**src/rtl/plic_pkg.sv**
```systemverilog
// Shared definitions for the PLIC interrupt gateway: state encoding,
// default sizing and the claim/complete ID decode helper.
package plic_pkg;

  localparam int unsigned NUM_SRC_DEF = 32;
  localparam int unsigned ID_W_DEF    = 10;

  // Gateway state per source; irq_req is decoded straight from PEND.
  typedef enum logic [1:0] {
    ST_IDLE = 2'b00,
    ST_PEND = 2'b01,
    ST_SERV = 2'b10
  } gw_state_e;

  // Result of translating a bus ID into a source index.
  typedef struct packed {
    logic        valid;
    logic [31:0] idx;
  } id_dec_t;

  // ID 0 is reserved and IDs above num_src name no source; both decode invalid.
  function automatic id_dec_t id_to_idx(input int unsigned id,
                                        input int unsigned num_src);
    id_dec_t dec;
    dec.valid = (id != 0) && (id <= num_src);
    dec.idx   = dec.valid ? (id - 1) : 32'd0;
    return dec;
  endfunction

endpackage

```
**src/rtl/plic_gateway_multi_src.sv**
```systemverilog
// One gateway source: request FSM, saturating edge-pending counter and
// sticky overflow flag. Inputs are already synchronised by the top level.
module plic_gw_src
  import plic_pkg::*;
#(
  parameter int unsigned MAX_PEND = 7,
  parameter int unsigned CNT_W    = $clog2(MAX_PEND + 1)
) (
  input  logic             clk,
  input  logic             rst,
  input  logic             lvl,          // synchronised level as seen by the FSM
  input  logic             rise,         // one-cycle rising-edge strobe
  input  logic             cfg_edge,
  input  logic             claim_hit,
  input  logic             complete_hit,
  input  logic             ovf_clear,
  output logic             irq_req,
  output logic             pend_ovf,
  output logic [CNT_W-1:0] cnt
);

  gw_state_e        state_q, state_d;
  logic [CNT_W-1:0] cnt_q, cnt_d;
  logic             pend_ovf_q, pend_ovf_d;

  logic cnt_full;
  logic cnt_nz;
  logic claim_take;

  assign cnt_full   = (cnt_q == CNT_W'(MAX_PEND));
  assign cnt_nz     = (cnt_q != '0);
  // A claim only takes effect when this source is actually pending.
  assign claim_take = claim_hit && (state_q == ST_PEND);

  // State, counter and overflow registers.
  // NOTE: sequential state uses non-blocking assignments so every flop samples
  // pre-edge values, independent of process evaluation order.
  always_ff @(posedge clk) begin
    if (rst) begin
      state_q    <= ST_IDLE;
      cnt_q      <= '0;
      pend_ovf_q <= 1'b0;
    end else begin
      state_q    <= state_d;
      cnt_q      <= cnt_d;
      pend_ovf_q <= pend_ovf_d;
    end
  end

  // Next-state logic: forward one request, hold it until completed.
  always_comb begin
    // NOTE: default first so every path assigns state_d and no latch is inferred.
    state_d = state_q;
    unique case (state_q)
      ST_IDLE: begin
        if (cfg_edge ? cnt_nz : lvl) state_d = ST_PEND;
      end
      ST_PEND: begin
        // Claim beats a same-cycle complete and a same-cycle level drop.
        if (claim_hit)               state_d = ST_SERV;
        else if (!cfg_edge && !lvl)  state_d = ST_IDLE;
      end
      ST_SERV: begin
        if (complete_hit) state_d = ST_IDLE;
      end
      default: state_d = ST_IDLE;
    endcase
  end

  // Edge-pending counter and sticky overflow update.
  always_comb begin
    cnt_d      = cnt_q;
    pend_ovf_d = pend_ovf_q & ~ovf_clear;
    if (!cfg_edge) begin
      cnt_d = '0;
    end else if (rise && claim_take) begin
      cnt_d = cnt_q;
    end else if (rise) begin
      if (cnt_full) pend_ovf_d = 1'b1;
      else          cnt_d      = cnt_q + CNT_W'(1);
    end else if (claim_take && cnt_nz) begin
      cnt_d = cnt_q - CNT_W'(1);
    end
  end

  // Outputs decoded from registers only.
  always_comb begin
    irq_req  = (state_q == ST_PEND);
    pend_ovf = pend_ovf_q;
    cnt      = cnt_q;
  end

endmodule

```
**src/rtl/plic_gateway_multi.sv**
```systemverilog
// Multi-source PLIC gateway: input synchronisers, edge detection and
// one-hot claim/complete decode feeding one plic_gw_src per source.
module plic_gateway_multi
  import plic_pkg::*;
#(
  parameter int unsigned NUM_SRC     = NUM_SRC_DEF,
  parameter int unsigned ID_W        = ID_W_DEF,
  parameter int unsigned MAX_PEND    = 7,
  parameter int unsigned SYNC_STAGES = 2
) (
  input  logic               clk,
  input  logic               rst,
  input  logic [NUM_SRC-1:0] src_irq,
  input  logic [NUM_SRC-1:0] cfg_edge,
  input  logic               claim_valid,
  input  logic [ID_W-1:0]    claim_id,
  input  logic               complete_valid,
  input  logic [ID_W-1:0]    complete_id,
  input  logic [NUM_SRC-1:0] ovf_clear,
  output logic [NUM_SRC-1:0] irq_req,
  output logic [NUM_SRC-1:0] pend_ovf
);

  localparam int unsigned CNT_W = $clog2(MAX_PEND + 1);

  logic [NUM_SRC-1:0] sync_q [SYNC_STAGES];
  logic [NUM_SRC-1:0] sync_d [SYNC_STAGES];
  logic [NUM_SRC-1:0] s_dly_q, s_dly_d;
  logic [NUM_SRC-1:0] s;
  logic [NUM_SRC-1:0] rise;
  id_dec_t            claim_dec;
  id_dec_t            complete_dec;

  // Synchroniser shift chain plus the one-cycle delayed copy for edge detect.
  always_comb begin
    sync_d[0] = src_irq;
    for (int k = 1; k < int'(SYNC_STAGES); k++) sync_d[k] = sync_q[k-1];
    s_dly_d = s;
  end

  // Synchroniser and delay registers.
  always_ff @(posedge clk) begin
    if (rst) begin
      for (int k = 0; k < int'(SYNC_STAGES); k++) sync_q[k] <= '0;
      s_dly_q <= '0;
    end else begin
      for (int k = 0; k < int'(SYNC_STAGES); k++) sync_q[k] <= sync_d[k];
      s_dly_q <= s_dly_d;
    end
  end

  assign s    = sync_q[SYNC_STAGES-1];
  assign rise = s & ~s_dly_q;

  assign claim_dec    = id_to_idx(32'(claim_id), NUM_SRC);
  assign complete_dec = id_to_idx(32'(complete_id), NUM_SRC);

  for (genvar i = 0; i < int'(NUM_SRC); i++) begin : g_src
    logic             claim_hit;
    logic             complete_hit;
    logic [CNT_W-1:0] cnt;

    assign claim_hit    = claim_valid && claim_dec.valid &&
                          (claim_dec.idx == 32'(i));
    assign complete_hit = complete_valid && complete_dec.valid &&
                          (complete_dec.idx == 32'(i));

    // The level path looks at the delayed copy so level and edge requests
    // share the same input-to-request latency.
    plic_gw_src #(
      .MAX_PEND (MAX_PEND),
      .CNT_W    (CNT_W)
    ) u_src (
      .clk          (clk),
      .rst          (rst),
      .lvl          (s_dly_q[i]),
      .rise         (rise[i]),
      .cfg_edge     (cfg_edge[i]),
      .claim_hit    (claim_hit),
      .complete_hit (complete_hit),
      .ovf_clear    (ovf_clear[i]),
      .irq_req      (irq_req[i]),
      .pend_ovf     (pend_ovf[i]),
      .cnt          (cnt)
    );
  end

endmodule

```
**config.mk**
```make
export PLATFORM = sky130hd
export DESIGN_NAME = plic_gateway_multi
export DESIGN_NICKNAME = d
export VERILOG_FILES = /design/src/rtl/plic_pkg.sv /design/src/rtl/plic_gateway_multi_src.sv /design/src/rtl/plic_gateway_multi.sv
export SDC_FILE = /design/constraint.sdc
export NUM_CORES = 1
export LEC_CHECK = 0
export ABC_CLOCK_PERIOD_IN_PS = 3600
export CORE_MARGIN = 2
export CORE_UTILIZATION = 50
export CTS_BUF_LIST = sky130_fd_sc_hd__clkbuf_4 sky130_fd_sc_hd__clkbuf_8 sky130_fd_sc_hd__clkbuf_16
export CTS_CLUSTER_SIZE = 20
export DETAILED_ROUTE_END_ITERATION = 7
export GPL_ROUTABILITY_DRIVEN = 1
export PLACE_DENSITY_LB_ADDON = 0.08
export SETUP_SLACK_MARGIN = 0.2
export SYNTH_ARGS = -nofsm -noshare
export SYNTH_HDL_FRONTEND = slang
export SYNTH_SLANG_ARGS = --single-unit
```
**constraint.sdc**
```tcl
create_clock -name clk -period 3.6 [get_ports clk]
set_clock_uncertainty 0.15 [all_clocks]
set_input_delay 0.54 -clock clk [delete_from_list [all_inputs] [get_ports clk]]
set_output_delay 0.54 -clock clk [all_outputs]
set_load 0.02 [all_outputs]
```
Word level (Yosys, flattened, before mapping)

Memory sizes are Yosys's and may differ from the RTL's.
Index checks and enable logic that the tools add are counted.

Eq/ne operators: 286
Mux-type cells: 423
$add $sub $neg: 66
Bitwise operators: 132
Reduce and logical (&&, ||, !) cells: 456
$lt $le $gt $ge: 2

Operator list:

| kind                                                                    | count |
|---|---|
| 32-bit by 5-bit == test with 1-bit output, second input constant        | 32 |
| 32-bit by 4-bit == test with 1-bit output, second input constant        | 16 |
| 3-bit 2-to-1 mux                                                        | 96 |
| 32-bit by 3-bit == test with 1-bit output, second input constant        | 8 |
| 2-bit 2-to-1 mux                                                        | 128 |
| 1-bit logical AND                                                       | 196 |
| 2-bit one-hot mux with 3 select lines                                   | 32 |
| 3-bit AND reduction                                                     | 64 |
| 1-bit 2-to-1 mux                                                        | 163 |
| 32-bit by 2-bit == test with 1-bit output, second input constant        | 4 |
| 32-bit 2-to-1 mux                                                       | 4 |
| 2-bit inequality test, second input constant                            | 64 |
| 3-bit by 1-bit adder with 3-bit output, second input constant           | 32 |
| 3-bit == test, second input constant                                    | 32 |
| 3-bit by 2-bit inequality test with 1-bit output, second input constant | 32 |
| 1-bit NOT                                                               | 96 |
| 3-bit nonzero test                                                      | 32 |
| 3-bit by 1-bit subtractor with 3-bit output, second input constant      | 32 |
| 2-bit by 1-bit == test with 1-bit output, second input constant         | 32 |
| 2-bit == test, second input constant                                    | 32 |
| 32-bit by 1-bit == test with 1-bit output, second input constant        | 2 |
| 1-bit zero test                                                         | 64 |
| 2-bit zero test                                                         | 32 |
| 32-bit zero test                                                        | 2 |
| other kinds (10)                                                        | 138 |

Register bits: 224
RAM bits: 64
Memories kept: 1
Output and inout port bits: 64
Input bits: 120

Memories:

| name   | depth | bits a word | rd ports | clocked after memory_dff | write ports | RTL line                 | text |
|---|---|---|---|---|---|---|---|
| sync_q | 2     | 32          | 2        | 0                        | 2           | plic_gateway_multi.sv:26 | `logic [NUM_SRC-1:0] sync_q [SYNC_STAGES];` |

Longest topological paths before layout

Gate-level depths: netlist of run 1.

Depth after elaboration: 9
Gate-level depth with buffers: 12

Hierarchy

From an unflattened synthesis of run 1, not the netlist that was laid out.

Cell total of the unflattened synthesis: 1842
Area total of the unflattened synthesis: 16208.0 um^2

Modules (own cells, without submodules):

| module                            | area an instance (um^2) | cells an instance | times used |
|---|---|---|---|
| plic_gw_src (g_src[11].u_src ...) | 387.9                   | 45                | 19 |
| plic_gateway_multi                | 3784.9                  | 410               | 1 |
| plic_gw_src (g_src[30].u_src ...) | 391.6                   | 43                | 7 |
| plic_gw_src (g_src[0].u_src ...)  | 385.4                   | 46                | 6 |

Least setup slack after synthesis of run 1

OpenSTA, ideal clock, no wires.

Kind: input-to-reg
From: input port claim_id[0]
To: register g_src[1].u_src.cnt_q[0]
Required time: 3.330 ns
Setup slack: 0.549 ns
Data arrival time: 2.781 ns
Cell stages on the path: 11
Path through: buf_2 inv_1 ha_1 o21bai_1 a2111o_1 buf_2 a2111oi_2 buf_4 and3_1 o21ai_0 nor3b_1

Longest elaborated chain between the ends: 9
Elaborated cells on any way between the ends: 14

RTL lines:

| what                                                                                                     | RTL line                                                   | text |
|---|---|---|
| start: declaration                                                                                       | plic_gateway_multi.sv:16                                   | `input logic [ID_W-1:0] claim_id,` |
| 10-bit by 6-bit less-or-equal comparator with 1-bit output / 10-bit nonzero test (equally long branches) | plic_pkg.sv:25                                             | `dec.valid = (id != 0) && (id <= num_src);` |
| 1-bit logical AND                                                                                        | plic_pkg.sv:25                                             |  |
| 32-bit 2-to-1 mux                                                                                        | plic_pkg.sv:26                                             | `dec.idx = dec.valid ? (id - 1) : 32'd0;` |
| 32-bit by 1-bit == test with 1-bit output                                                                | plic_gateway_multi.sv:64                                   | `(claim_dec.idx == 32'(i));` |
| 1-bit logical AND (*)                                                                                    | plic_gateway_multi.sv:63                                   | `assign claim_hit = claim_valid && claim_dec.valid &&` |
| 1-bit logical AND (*)                                                                                    | plic_gateway_multi_src.sv:33                               | `assign claim_take = claim_hit && (state_q == ST_PEND);` |
| 1-bit logical AND (on tied branches)                                                                     | plic_gateway_multi_src.sv:81, plic_gateway_multi_src.sv:76 |  |
| 2-bit nonzero test (no line) / 1-bit NOT (equally long branches)                                         | n/a                                                        |  |
| 3-bit AND reduction (no line) (*)                                                                        | n/a                                                        |  |
| end signal: assignment                                                                                   | plic_gateway_multi_src.sv:45                               | `cnt_q <= cnt_d;` |
| end: declaration                                                                                         | plic_gateway_multi_src.sv:23                               | `logic [CNT_W-1:0] cnt_q, cnt_d;` |

Mark *: on every way between the ends. The rest lies on a longest branch, timed or not.
A chain may end at the register's enable or synchronous reset.

Worst setup path in the final report of run 1

From: input port claim_id[0]
To: register g_src[15].u_src.cnt_q[0]

Longest elaborated chain between the ends: 9
Elaborated cells on any way between the ends: 14

RTL lines:

| what                                                                                                     | RTL line |
|---|---|
| 10-bit by 6-bit less-or-equal comparator with 1-bit output / 10-bit nonzero test (equally long branches) | plic_pkg.sv:25 |
| 1-bit logical AND                                                                                        | plic_pkg.sv:25 |
| 32-bit 2-to-1 mux                                                                                        | plic_pkg.sv:26 |
| 32-bit by 4-bit == test with 1-bit output                                                                | plic_gateway_multi.sv:64 |
| 1-bit logical AND (*)                                                                                    | plic_gateway_multi.sv:63 |
| 1-bit logical AND (*)                                                                                    | plic_gateway_multi_src.sv:33 |
| 1-bit logical AND (on tied branches)                                                                     | plic_gateway_multi_src.sv:81, plic_gateway_multi_src.sv:76 |
| 2-bit nonzero test (no line) / 1-bit NOT (equally long branches)                                         | n/a |
| 3-bit AND reduction (no line) (*)                                                                        | n/a |
| end signal: assignment                                                                                   | plic_gateway_multi_src.sv:45 |
| end: declaration                                                                                         | plic_gateway_multi_src.sv:23 |

Marked as above.

==> results.py, run 1 <==
metrics = {
    "power_and_ir_drop": {
        "p_sw_share_pct": 24.1,
        "pwr-share-comb_pct": 10.8,
        "powerDensity_mw_per_mm2": 402,
        "p_leak_nw": 6.91,
        "power_mw": 7.68,
        "clkPwrFrac_pct": 45.8,
        "seqPwrFrac_pct": 43.4,
        "p_int_mw": 5.83,
        "irDropWorstVdd_v": 0.000306,
        "switchingPower_mw": 1.85,
    },
    "cells_and_area": {
        "final_common_cell": "dfxtp_1",
        "fin_area_mm2": 0.0191,
        "layout-drive-gt1-share_pct": 11.0,
        "nets": 2171,
        "most-common-layout-cells": "288 x dfxtp_1, 182 x clkdlybuf4s50_1, 179 x nor2b_1, 119 x nor3_1",
        "regArea_mm2": 0.00577,
        "area_growth_pct": 24.4,
        "fillers": 2647,
        "multi_input_area_mm2": 0.00855,
    },
    "synthesis": {
        "syn_inst": 1799,
        "avgSynthCellArea_um2": 8.54,
        "yosysSeqAreaShare_pct": 37.5,
        "synth-seq-cells": 288,
        "yosysWarnings": 0,
        "synth_fp_nets": 1953,
        "synth_edf_count": 0,
        "ys_types": 94,
        "synthesis.area_mm2": 0.0154,
        "synth_ff_type": "dfxtp_1",
        "synthArstFlopShare_pct": 0,
    },
    "floorplanning": {
        "num_rows": 64,
        "core-area_mm2": 0.0304,
        "fp.dieW_um": 179,
        "io_pins": 184,
        "initial_core_util_pct": 50.5,
        "dieArea_mm2": 0.0321,
        "die_h_um": 179,
    },
    "worst_setup_path": {
        "end_kind": "register",
        "crit_arrival_ps": 3440,
        "rr_startpoint": "sync_q[0][48]",
        "r2r_end": "g_src[16].u_src.cnt[2]",
        "path_delay_family": "compound AO/OA/AOI/OAI gates",
        "cp_data_required_time_ps": 3850,
        "crit_fanout": 6,
        "start_kind": "input port",
        "worst_path_max_delay_cell": "clkdlybuf4s50_1",
        "cp_slowest_stage_delay_ps": 510,
        "r2r_cells": 6,
        "cp.depth": 11,
        "r2r_slack_ps": 1100,
        "crit_chain": "clkdlybuf4s50_1 -> inv_1 -> ha_1 -> o21bai_1 -> a2111o_1 -> buf_4 -> a222oi_1 -> buf_4 -> and3_1 -> o21ai_0 -> nor3b_1",
        "path_common_cell": "buf_4",
        "path_class": "in -> reg",
        "critPathBufInv": 4,
    },
    "sta": {
        "period_share_pct": 88.7,
        "finalHoldViolations": 0,
        "setup_viol": 0,
        "finalCriticalPeriod_ps": 3190,
        "setup_ws_ps": 408,
        "slew_headroom_pct": 29.9,
        "maxSlewViolCount": 0,
        "worstMarginPinSlew_ps": 1050,
        "rsz0062_at_grt": "no",
        "tns_ps": 0,
        "fmaxAchievable_mhz": 313,
    },
    "place": {
        "placed_area_mm2": 0.0179,
        "gp_congestion": 0.957,
        "place_ws_ps": -96.9,
        "place_hpwl_um": 33600,
        "numPortBuffers": 183,
    },
    "cts": {
        "clockRootBuffer": "clkbuf_16",
        "hold_buffers": 0,
        "clk_pin_slew_ps": 60,
        "numClockSinks": 288,
        "ctsResizeCount": 0,
        "cts_tree": "built",
        "cts_buffers": 34,
        "cts_max_level": 2,
        "post_cts_buffers": 0,
        "clk_latency_ps": 510,
        "clk_path_buf_depth": 3,
    },
    "route": {
        "wl_per_cell_um": 18.2,
        "drc": 0,
        "ant_nets": 0,
        "firstDrtPassIters": 5,
        "wirelength_um": 44500,
        "via_count": 14300,
        "drt_iter0_drc": 1064,
        "viasPerCell": 5.87,
    },
    "min_path": {
        "min_path_type": "reg -> reg",
        "min_from": "g_src[20].u_src.state_q[0]",
        "min_path_cells": 1,
        "hold_end": "g_src[20].u_src.state_q[0]",
    },
    "global_route": {
        "gr-usage-met2_pct": 43.8,
        "overflow": 0,
        "met3_usage_pct": 4.50,
        "grt_pass1_vias": 13100,
        "antenna_found_initial": 3,
        "grt_pass1_wl_um": 69700,
        "grt_start_max_net_pins": 78,
        "gr-usage-met1_pct": 38.1,
        "grt_usage_pct": 27.4,
        "top_usage_layer": "met2",
    },
    "outcome": {
        "status": "completed",
    },
    "run": {
        "cap_violations": 0,
    },
}
-- metal layers --
layer	vias up	share of wire (%)	routed length (um)
met3	69	6.6	2940
met1	6805	46	20400
met2	479	45	20200
met5	-	0	0
li1	6978	-	-
met4	0	2.2	966
-- per-stage QoR --
| stage | hold slack (ps) | utilization, % | instances |
|---|---|---|---|
| floorplan | 261 | - | 1799 |
| global placement | 266 | 59.0 | 2377 |
| detailed placement | 270 | 59.0 | 2377 |
| CTS | 283 | 62.8 | 2438 |
| global route | 303 | 62.8 | 2438 |
| finish | 280 | 62.8 | 2441 |
-- layout make-up --
cell class                      count  share of cell area [%]
Inverter                           82                    1.61
Sequential cell                   288                    30.2
Multi-Input combinational cell   1306                    44.7
Timing Repair Buffer              305                    14.8
Antenna cell                        3                  0.0393
Clock buffer                       55                    5.78
Clock inverter                      6                   0.301
Tap cell                          396                    2.59
-- power groups by stage --
| stage | clock (mW) | combinational, mW | sequential (mW) |
|---|---|---|---|
| after global routing | 3.72 | 0.901 | 3.34 |
| final | 3.52 | 0.829 | 3.33 |
| after detailed placement | 0 | 0.818 | 3.40 |
| after floorplan | 0 | 0.460 | 3.38 |
| after CTS | 3.58 | 0.824 | 3.33 |
| after global placement | 0 | 0.810 | 3.40 |
-- logic make-up (layout without fill, tap and decap cells) --
| logic type | count (synthesis) | count (layout) | synth area share [%] |
|---|---|---|---|
| other | 0 | 3 | 0 |
| buffers and inverters | 205 | 448 | 6.83 |
| xor gates and xnor gates | 7 | 7 | 0.448 |
| adders and majority gates | 34 | 34 | 4.33 |
| AOI/OAI and AO/OA | 412 | 412 | 19.1 |
| and+or+nand+nor | 831 | 831 | 30.3 |
| DFF | 288 | 288 | 37.5 |
| muxes | 22 | 22 | 1.44 |
-- cell usage after synthesis, types with 7 or more instances --
master,count,area share (%)
fa_1,32,4.2
inv_1,81,2.0
o31ai_1,27,1.3
nor4_1,42,1.7
nor2b_1,179,7.3
buf_4,68,3.3
a2111o_1,17,1.2
nand4_1,23,0.94
or3_1,18,0.73
nand3_1,73,2.4
buf_2,14,0.46
a211oi_1,11,0.54
nand2b_1,34,1.4
nor3b_1,39,1.9
o311ai_0,8,0.46
clkbuf_1,37,0.90
o211ai_1,27,1.3
nand3b_1,7,0.34
a21oi_1,90,2.9
nand2_1,116,2.8
nor3_1,119,3.9
dfxtp_1,288,38
and2_1,9,0.37
o21a_1,24,1.2
o41ai_1,13,0.74
nor2_1,95,2.3
a31oi_1,36,1.5
or4_1,13,0.64
mux2i_1,21,1.4
and3_1,21,0.86
o2111ai_1,17,0.97
o21ai_0,75,2.4
-- worst max-delay path by stage --
| stage | to | from |
|---|---|---|
| 2_1_floorplan | g_src[1].u_src.cnt[0] | claim_id[0] |
| 3_3_place_gp | g_src[18].u_src.cnt[2] | claim_id[0] |
| 3_5_place_dp | g_src[15].u_src.cnt[0] | claim_id[0] |
| 4_1_cts | g_src[15].u_src.cnt[0] | claim_id[0] |
| 5_1_grt | g_src[7].u_src.cnt[0] | claim_id[0] |
| 6_report | g_src[15].u_src.cnt[0] | claim_id[0] |
-- state kept, by name (all words and copies together) (netlist names) --
name                  flops
g_src.u_src.pend_ovf     32
sync_q                   64
s_dly_q                  32
g_src.u_src.state_q      64
g_src.u_src.cnt          96
-- worst reg2reg max path: cells and delay by family, from the launching register on --
| kind | cells | cell delay (ps) |
|---|---|---|
| AND/OR/NAND/NOR | 2 | 1000 |
| adder cells (fa/ha/maj) | 1 | 430 |
| flip-flops | 1 | 320 |
| AO/OA/AOI/OAI | 2 | 310 |
| buffers and inverters | 1 | 210 |
No activity file was read; power rests on OpenSTA's default activity.
==> inputs of run 2 (changes only) <==
- CORE_ASPECT_RATIO: default -> 1.75
- CTS_BUF_LIST: sky130_fd_sc_hd__clkbuf_4 sky130_fd_sc_hd__clkbuf_8 sky130_fd_sc_hd__clkbuf_16 -> sky130_fd_sc_hd__clkbuf_16
==> run 2 against run 1 <==
Flip-flop and latch count did not move. Critical path depth grew 1. Register-to-register slack got worse by 120 ps. Sequential power about the same. Clock-buffer cell count decreased by 26.
==> results.py, run 2 (synthesized netlist as in run 1, its figures left out) <==
metrics = {
    "worst_setup_path": {
        "rr_startpoint": "sync_q[0][48]",
        "cp_data_required_time_ps": 3890,
        "path_class": "in -> reg",
        "crit_arrival_ps": 3440,
        "r2r_end": "g_src[16].u_src.cnt[2]",
        "r2r_slack_ps": 980,
        "crit_fanout": 9,
        "end_kind": "register",
        "start_kind": "input port",
        "r2r_cells": 6,
        "setup.worst_path.start": "claim_id[1]",
        "worstSetupEndpoint": "g_src[31].u_src.cnt[1]",
    },
    "cts": {
        "numClockSinks": 288,
        "clk_pin_slew_ps": 60,
        "clockRootBuffer": "clkbuf_16",
        "cts_tree": "built",
        "clk_path_buf_depth": 3,
        "clk_latency_ps": 560,
        "cts_max_level": 1,
        "cts_buffers": 29,
    },
    "route": {
        "drt_iter0_drc": 854,
        "met3WireLength_um": 2140,
        "wirelength_um": 46300,
        "wl_met1_um": 17400,
        "routed.top_layer": "met5",
        "viasPerCell": 6.00,
        "ant_nets": 0,
        "wl_per_cell_um": 19.1,
        "via_count": 14600,
        "drc": 0,
        "firstDrtPassIters": 5,
        "wl_met2_um": 24100,
    },
    "place": {
        "place_hpwl_um": 35200,
        "place_ws_ps": -63.2,
        "gp_congestion": 0.938,
        "placed_area_mm2": 0.0179,
        "numPortBuffers": 183,
    },
    "global_route": {
        "grt_start_max_net_pins": 102,
        "antenna_found_initial": 1,
        "grt_pass1_wl_um": 72900,
        "grt_pass1_vias": 14400,
        "overflow": 0,
        "grt_usage_pct": 28.3,
    },
    "power_and_ir_drop": {
        "powerDensity_mw_per_mm2": 383,
        "irDropWorstVdd_v": 0.000400,
        "p_leak_nw": 6.85,
    },
    "min_path": {
        "min_path_type": "in -> reg",
        "min_path_cells": 2,
    },
    "cells_and_area": {
        "area_growth_pct": 23.0,
        "nets": 2172,
        "layout-drive-gt1-share_pct": 10.5,
        "final_common_cell": "dfxtp_1",
        "largest_register_ffs": 96,
        "most-common-layout-cells": "288 x dfxtp_1, 182 x clkdlybuf4s50_1, 179 x nor2b_1, 124 x buf_4, 119 x nor3_1",
        "fin_area_mm2": 0.0189,
        "n_antenna_cell": 0,
    },
    "floorplanning": {
        "num_rows": 84,
        "io_pins": 184,
        "dieArea_mm2": 0.0322,
        "die_h_um": 236,
        "core-area_mm2": 0.0302,
        "fp.dieW_um": 137,
        "initial_core_util_pct": 50.9,
    },
    "sta": {
        "maxSlewViolCount": 0,
        "period_share_pct": 87.7,
        "setup_ws_ps": 443,
        "setup_viol": 0,
        "fmaxAchievable_mhz": 317,
        "rsz0062_at_grt": "no",
        "finalCriticalPeriod_ps": 3160,
        "worstMarginPinSlew_ps": 792,
        "finalHoldViolations": 0,
        "slew_headroom_pct": 47.2,
    },
    "outcome": {
        "status": "completed",
    },
    "run": {
        "cap_violations": 0,
    },
}
## run 2: worst max-delay path: stages
cell and delay [ps]:
clkdlybuf4s50_1 490, inv_1 120, ha_1 320, buf_4 230, nor2b_1 250, o21ai_0 310, a211oi_2 350, buf_4 220
a31oi_1 160, buf_4 180, o211ai_1 170, o31ai_1 90
## run 2: worst min-delay path by stage
| stage | from | to | slack (ps) |
|---|---|---|---|
| after floorplan | g_src[20].u_src.state_q[0] | g_src[20].u_src.state_q[0] | 260 |
| after global placement | sync_q[0][15] | sync_q[0][47] | 270 |
| after detailed placement | sync_q[0][3] | sync_q[0][35] | 280 |
| after CTS | rst | sync_q[0][54] | 130 |
| after global routing | rst | sync_q[0][54] | 150 |
| final | rst | sync_q[0][54] | 150 |
## run 2: repair_timing
item                       CTS  global route
buffers inserted             0             0
hold buffers                 0             0
resized for setup            0             1
setup endpoints to repair    0             1
## run 2: power breakdown
part           total, mW  switching, mW  leakage, nW  internal, mW
logic              0.833          0.451         4.01         0.382
registers           3.33         0.0609         2.35          3.27
clock network       3.08           1.33        0.494          1.76
total               7.24           1.84         6.85          5.41
## run 2: through the flow
stage,hold slack (ps),total power [mW],instances,setup TNS (ps),util (%)
after floorplan,261,3.84,1799,0,-
after global placement,268,4.21,2374,-16.5,59.5
after detailed placement,278,4.22,2374,-435,59.5
after CTS,131,7.30,2427,0,62.6
after global routing,153,7.50,2427,0,62.7
final,145,7.24,2427,0,62.7
## run 2: routing by layer
layer	vias up	global-route usage (%)
met3	160	3.12
met2	477	52.7
met4	2	14.5
li1	6948	-
met1	6972	30.7
met5	-	0
## run 2: area by class of cell
type | instances | area (um2)
Timing Repair Buffer | 311 | 2840
Fill cell | 2662 | 11300
Clock buffer | 29 | 726
Multi-Input combinational cell | 1306 | 8550
Tap cell | 387 | 484
Sequential cell | 288 | 5770
Inverter | 82 | 308
Clock inverter | 24 | 221
==> inputs of run 3 (changes only) <==
- CORE_ASPECT_RATIO: 1.75 -> default
- SKIP_CTS_REPAIR_TIMING: default -> 1
==> run 3 against run 2 <==
Worst setup slack got worse by 25 ps. Via count shrank 1.6%. First-iteration DRC count grew 25%. Critical path depth fell by 1. Critical path type unchanged.
==> results.py, run 3 (synthesized netlist as in run 1, its figures left out) <==
metrics = {
    "outcome": {
        "status": "completed",
    },
    "worst_setup_path": {
        "crit_fanout": 6,
        "cp_slowest_stage_delay_ps": 580,
        "end_kind": "register",
        "crit_arrival_ps": 3440,
        "crit_chain": "clkdlybuf4s50_1 -> inv_1 -> ha_1 -> nor3b_1 -> buf_4 -> nand2_1 -> nor3_1 -> a211oi_1 -> buf_4 -> o21ai_0 -> nor3b_1",
        "r2r_slack_ps": 1100,
        "worst_path_max_delay_cell": "nor3b_1",
        "cp_data_required_time_ps": 3860,
        "start_kind": "input port",
        "path_class": "in -> reg",
    },
    "place": {
        "placed_cells": 2377,
        "placed_area_mm2": 0.0179,
        "place_hpwl_um": 33600,
        "numPortBuffers": 183,
        "gp_congestion": 0.957,
    },
    "cts": {
        "cts_max_level": 2,
        "clockRootBuffer": "clkbuf_16",
        "cts_tree": "built",
        "numClockSinks": 288,
        "clk_path_buf_depth": 3,
        "clk_pin_slew_ps": 50,
        "clk_latency_ps": 510,
        "cts_buffers": 34,
    },
    "power_and_ir_drop": {
        "powerDensity_mw_per_mm2": 390,
        "p_leak_nw": 6.88,
        "power_mw": 7.41,
        "irDropWorstVdd_v": 0.000307,
    },
    "route": {
        "wl_per_cell_um": 18.3,
        "drt_iter0_drc": 1064,
        "drc": 0,
        "via_count": 14300,
        "wirelength_um": 44600,
        "ant_nets": 0,
        "firstDrtPassIters": 5,
        "viasPerCell": 5.87,
    },
    "floorplanning": {
        "num_rows": 64,
        "core-area_mm2": 0.0304,
        "die_h_um": 179,
        "fp.dieW_um": 179,
        "io_pins": 184,
        "initial_core_util_pct": 50.5,
        "dieArea_mm2": 0.0321,
    },
    "cells_and_area": {
        "fin_area_mm2": 0.0190,
        "area_growth_pct": 23.7,
        "largest_register_ffs": 96,
        "fin_util_pct": 62.4,
        "layout-drive-gt1-share_pct": 10.1,
        "most-common-layout-cells": "288 x dfxtp_1, 182 x clkdlybuf4s50_1, 179 x nor2b_1, 119 x nor3_1",
        "final_common_cell": "dfxtp_1",
        "instances_no_fill": 2440,
        "nets": 2171,
    },
    "sta": {
        "period_share_pct": 88.4,
        "fmaxAchievable_mhz": 314,
        "setup_viol": 0,
        "worstMarginPinSlew_ps": 1040,
        "finalCriticalPeriod_ps": 3180,
        "rsz0062_at_grt": "no",
        "slew_headroom_pct": 30.5,
        "maxSlewViolCount": 0,
        "tns_ps": 0,
        "finalHoldViolations": 0,
    },
    "global_route": {
        "grt_usage_pct": 27.3,
        "antenna_found_initial": 4,
        "grt_start_max_net_pins": 78,
        "grt_pass1_wl_um": 69500,
        "grt_pass1_vias": 13100,
        "overflow": 0,
    },
    "run": {
        "cap_violations": 0,
    },
    "min_path": {
        "min_path_type": "reg -> reg",
    },
}
## run 3: per-stage QoR
step	worst slack, ps	hold slack (ps)
2_1_floorplan	549	261
3_3_place_gp	-59.2	266
3_5_place_dp	-96.9	270
4_1_cts	432	283
5_1_grt	247	303
6_report	418	280
## run 3: worst paths after layout
kind                                            startpoint                          to  depth (start not counted)
worst max-delay path                           claim_id[0]      g_src[19].u_src.cnt[0]                         11
worst min-delay path            g_src[20].u_src.state_q[0]  g_src[20].u_src.state_q[0]                          1
worst max register to register               sync_q[0][48]      g_src[16].u_src.cnt[2]                          6
worst min register to register  g_src[20].u_src.state_q[0]  g_src[20].u_src.state_q[0]                          1
## run 3: final cells by class
type	count	area [um2]
inverter	82	308
antenna	2	5.00
multi-input combinational	1306	8550
fill	2661	11400
clock buffer	37	926
timing repair buffer	305	2820
tap	396	495
sequential	288	5770
clock inverter	24	125
## run 3: metal layers
layer	vias up	wire, um	GRT usage [%]
met3	59	2750	4.39
met1	6841	20600	38.2
met2	460	20400	44.0
li1	6971	-	-
met4	0	836	6.62
met5	-	0	0
## run 3: critical path, delay by kind of cell
family                   cells  cell delay (ps)
AND/OR/NAND/NOR              4             1250
buffers and inverters        4              980
adder cells (fa/ha/maj)      1              390
AO/OA/AOI/OAI                2              290
## run 3: power by group
group / switching (mW) / internal, mW
combinational: 0.446 / 0.383
clock: 1.34 / 1.91
sequential: 0.0606 / 3.27
total: 1.85 / 5.56
